--- src/rtl/or_chk_sat_counter.sv ---
// Saturating up-counter with a synchronous clear that takes priority over increment.
module or_chk_sat_counter #(
  parameter int unsigned W = 16
) (
  input  logic         clk,
  input  logic         rst,
  input  logic         inc_i,
  input  logic         clr_i,
  output logic [W-1:0] cnt_o
);
  logic [W-1:0] cnt_q, cnt_d;

  always_comb begin
    cnt_d = cnt_q;
    if (clr_i)                     cnt_d = '0;
    else if (inc_i && cnt_q != '1) cnt_d = cnt_q + 1'b1;
  end

  always_ff @(posedge clk or posedge rst) begin
    if (rst) cnt_q <= '0;
    else     cnt_q <= cnt_d;
  end

  assign cnt_o = cnt_q;
endmodule

--- config.mk ---
export PLATFORM = sky130hd
export DESIGN_NAME = or_chk_sat_counter
export DESIGN_NICKNAME = d
export VERILOG_FILES = /design/src/rtl/or_chk_sat_counter.sv
export SDC_FILE = /design/constraint.sdc
export NUM_CORES = 1
export LEC_CHECK = 0
export BUFFER_PORTS_ARGS = -buffer_cell sky130_fd_sc_hd__buf_4
export CORE_MARGIN = 2
export CORE_UTILIZATION = 45
export DETAILED_ROUTE_END_ITERATION = 10
export PLACE_DENSITY = 0.71
export REMOVE_ABC_BUFFERS = 1
export SLEW_MARGIN = 20
export SYNTH_ARGS = -nofsm -noshare
export SYNTH_HDL_FRONTEND = slang
export SYNTH_SLANG_ARGS = --single-unit
--- constraint.sdc ---
create_clock -name clk -period 1.73 [get_ports clk]
set_input_delay 0 -clock clk [delete_from_list [all_inputs] [get_ports clk]]
set_output_delay 0 -clock clk [all_outputs]
set_load 0.05 [all_outputs]
==> results.py <==
metrics = {
    "worst_setup_path": {
        "cp.required_ns": 1.97,
        "crit_slowest_cell": "or4_4",
        "crit_buf_inv": 0,
        "worstPathArrival_ns": 1.99,
        "endpoint_kind": "flip-flop",
        "cp-start-kind": "flip-flop",
        "slowest_delay_ns": 0.60,
        "cp_num_cells": 4,
        "path_delay_family": "simple AND/OR/NAND/NOR gates",
        "cp_common_cell": "or4_4",
        "cp_cell_sequence": "nand4_4 > or4_4 > or4_4 > a21oi_2",
        "worstPathMaxFanout": 6,
        "worstRegToRegCells": 4,
        "path_class": "reg2reg",
    },
    "placed_design": {
        "routabilityCongestion": 0.776,
        "io_buffers": 19,
        "placed_cells": 165,
        "dp_hpwl_um": 1810,
        "place_area_um2": 1250,
    },
    "hold_path": {
        "min_delay_path_depth": 3,
        "min_path_type": "in2reg",
    },
    "pwr": {
        "p_leak_nw": 0.597,
        "vdd_drop_max_mv": 0.467,
        "cellPowerDensity_nw_per_um2": 523,
    },
    "route": {
        "drtIter0Drc": 27,
        "ant_nets": 0,
        "vias": 1032,
        "drt_first_pass_iters": 4,
        "wl_um": 2650,
        "vias_per_cell": 5.86,
        "wire_per_inst_um": 15.0,
        "drcViolationCount": 0,
    },
    "sta": {
        "setup_ws_ns": -0.0191,
        "relSlewSlack_pct": 57.3,
        "hold_viol_final": 0,
        "grt_setup_unrepaired": "true",
        "setup_violations": 2,
        "min_period_over_period_pct": 101,
        "finalCriticalPeriod_ns": 1.75,
        "drv_slew": 0,
        "tightest_slew_ns": 0.639,
        "clock_skew_ns": 0.00783,
        "fmax_ghz": 0.572,
    },
    "die": {
        "start_util_pct": 47.5,
        "die_area_um2": 2450,
        "ios": 20,
        "dieWidth_um": 49.5,
        "core_area_um2": 1960,
        "die_h_um": 49.5,
        "rows": 16,
    },
    "finish": {
        "n_antenna_cell": 0,
        "stdcell_area_um2": 1380,
        "fin_nets": 155,
        "drive_above_1_share_pct": 43.6,
        "stdcell_count": 176,
        "fill_cells": 170,
        "area_growth_syn_to_layout_pct": 47.9,
        "largest_register_ffs": 16,
    },
    "grt": {
        "track_usage_pct": 23.5,
        "grt_pass1_vias": 1014,
        "antenna_found_initial": 0,
        "grt_pass1_wl_um": 4420,
        "grt_max_degree": 20,
        "gr-total-overflow": 0,
    },
    "synthesis": {
        "synthesis.area_um2": 932,
        "synth_common_cells": "16 x dfrtp_1, 12 x a21oi_1, 7 x nand3_1",
        "syn_inst": 101,
        "netlist.top_cell.by_area": "dfrtp_1",
        "ys_seq_elements": 16,
        "ys_types": 29,
        "ys_seq_area_share_pct": 43.0,
        "yosysMostFrequentCell": "dfrtp_1",
        "ys_warn_count": 0,
        "synth_flop_cell": "dfrtp_1",
        "async_flop_share_pct": 100,
        "synth_edf_count": 0,
        "synth_area_per_cell_um2": 9.23,
        "synth.top_cell.area_share_pct": 43.0,
        "yosys-top-cells-area": "dfrtp_1 43%, a21oi_1 6.4%, or4_1 4.8%, o31ai_1 4.0%, or3_1 4.0%",
    },
    "clock_network": {
        "clkTransAtPathRegs_ns": 0.10,
        "clockBufferDepth": 2,
        "cts_tree": "done",
        "h-tree-depth": 1,
        "cts.sinks": 16,
        "cts_made_buffers": 3,
        "cts_root_buf": "clkbuf_4",
        "insertion_delay_ns": 0.30,
    },
    "run_status": {
        "violations": "negative setup slack",
        "outcome": "finished with violations",
    },
    "run": {
        "max_cap_violations": 0,
    },
}
-- tightest hold or removal path: cells and delay by family --
kind	cells	cell delay [ns]
and+or+nand+nor	1	0.05
AOI/OAI and AO/OA	1	0.16
buffers and inverters	1	0.14
-- where the power goes --
part	switching, W	leakage (nW)	internal, W	total (W)
Sequential	0.00000495	0.222	0.000378	0.000383
Clock	0.000129	0.0210	0.000129	0.000258
Combinational	0.0000495	0.354	0.0000315	0.0000810
-- cell families (layout without fill, tap and decap cells) --
kind of cell	count (synthesis)	in the layout	share of synthesized area [%]
multiplexers	3	3	3.49
buffers and inverters	7	55	3.89
flip-flops	16	16	43.0
AO/OA/AOI/OAI	25	25	15.7
AND/OR/NAND/NOR	49	49	32.6
adder cells (fa/ha/maj)	1	1	1.34
-- layer usage --
metal  wire length (µm)  vias to the layer above  part of all wire, %  global-route usage, %
met3                101                        9                  3.8                   3.94
met4                 64                        0                  2.4                   12.5
met1               1050                      495                   40                   27.1
met2               1430                       38                   54                   41.4
li1                   -                      490                    -                      -
met5                  0                        -                    0                      0
-- cell type report --
type	instances	area (µm²)	share of cell area, %
Timing Repair Buffer	48	365	26.5
Clock buffer	4	36.3	2.63
Sequential cell	16	400	29.0
Inverter	3	11.3	0.817
Tap cell	27	33.8	2.45
Multi-Input combinational cell	78	532	38.6
-- metrics by stage --
stage / total power [W] / util, % / hold slack [ns] / setup TNS, ns / setup WS (ns)
floorplan: 0.000427 / - / -0.0863 / -2.80 / -0.355
global placement: 0.000463 / 63.6 / 0.112 / 0 / 0.00576
detailed placement: 0.000466 / 63.6 / 0.125 / -0.0607 / -0.0591
CTS: 0.000725 / 68.0 / 0.0859 / -0.0429 / -0.0323
global route: 0.000750 / 70.3 / 0.0967 / -0.477 / -0.0984
finish: 0.000722 / 70.3 / 0.0856 / -0.0273 / -0.0191
-- final timing paths --
| check | slack (ns) | from | to |
|---|---|---|---|
| worst min-delay path | 0.09 | inc_i | cnt_o[6] |
| worst min register to register | 0.58 | cnt_o[14] | cnt_o[14] |
| min in group asynchronous | 0.33 | rst | cnt_o[1] |
| max in group asynchronous | 0.98 | rst | cnt_o[8] |
| worst max register to register | -0.02 | cnt_o[9] | cnt_o[13] |
| worst max-delay path | -0.02 | cnt_o[9] | cnt_o[13] |
-- layout by cell type, fill, tap and decap left out, drive strengths merged --
cell type / Yosys / layout
a31oi: 1 / 1
nand3: 7 / 7
nor2: 3 / 3
a21oi: 12 / 12
and4: 1 / 1
ha: 1 / 1
mux2: 2 / 2
clkbuf: 2 / 4
inv: 3 / 3
nor4: 3 / 3
buf: 1 / 46
nand2: 6 / 6
nand2b: 2 / 2
nor3: 4 / 4
o41ai: 2 / 2
dfrtp: 16 / 16
or3: 7 / 7
nor2b: 3 / 3
nand4: 5 / 5
or4: 8 / 8
o31ai: 5 / 5
dlygate4sd3: 0 / 2
o21ai: 5 / 5
mux2i: 1 / 1
-- timing repair --
action                                  in CTS  in global routing
setup buffers                                4                  1
gates resized for setup                      0                  9
gates cloned                                 0                  0
endpoints found under the setup margin       3                 14
hold buffers                                 2                  0
pin swaps                                    4                  6
hold endpoints to repair                    20                  0
(Power assumes the default switching activity.)
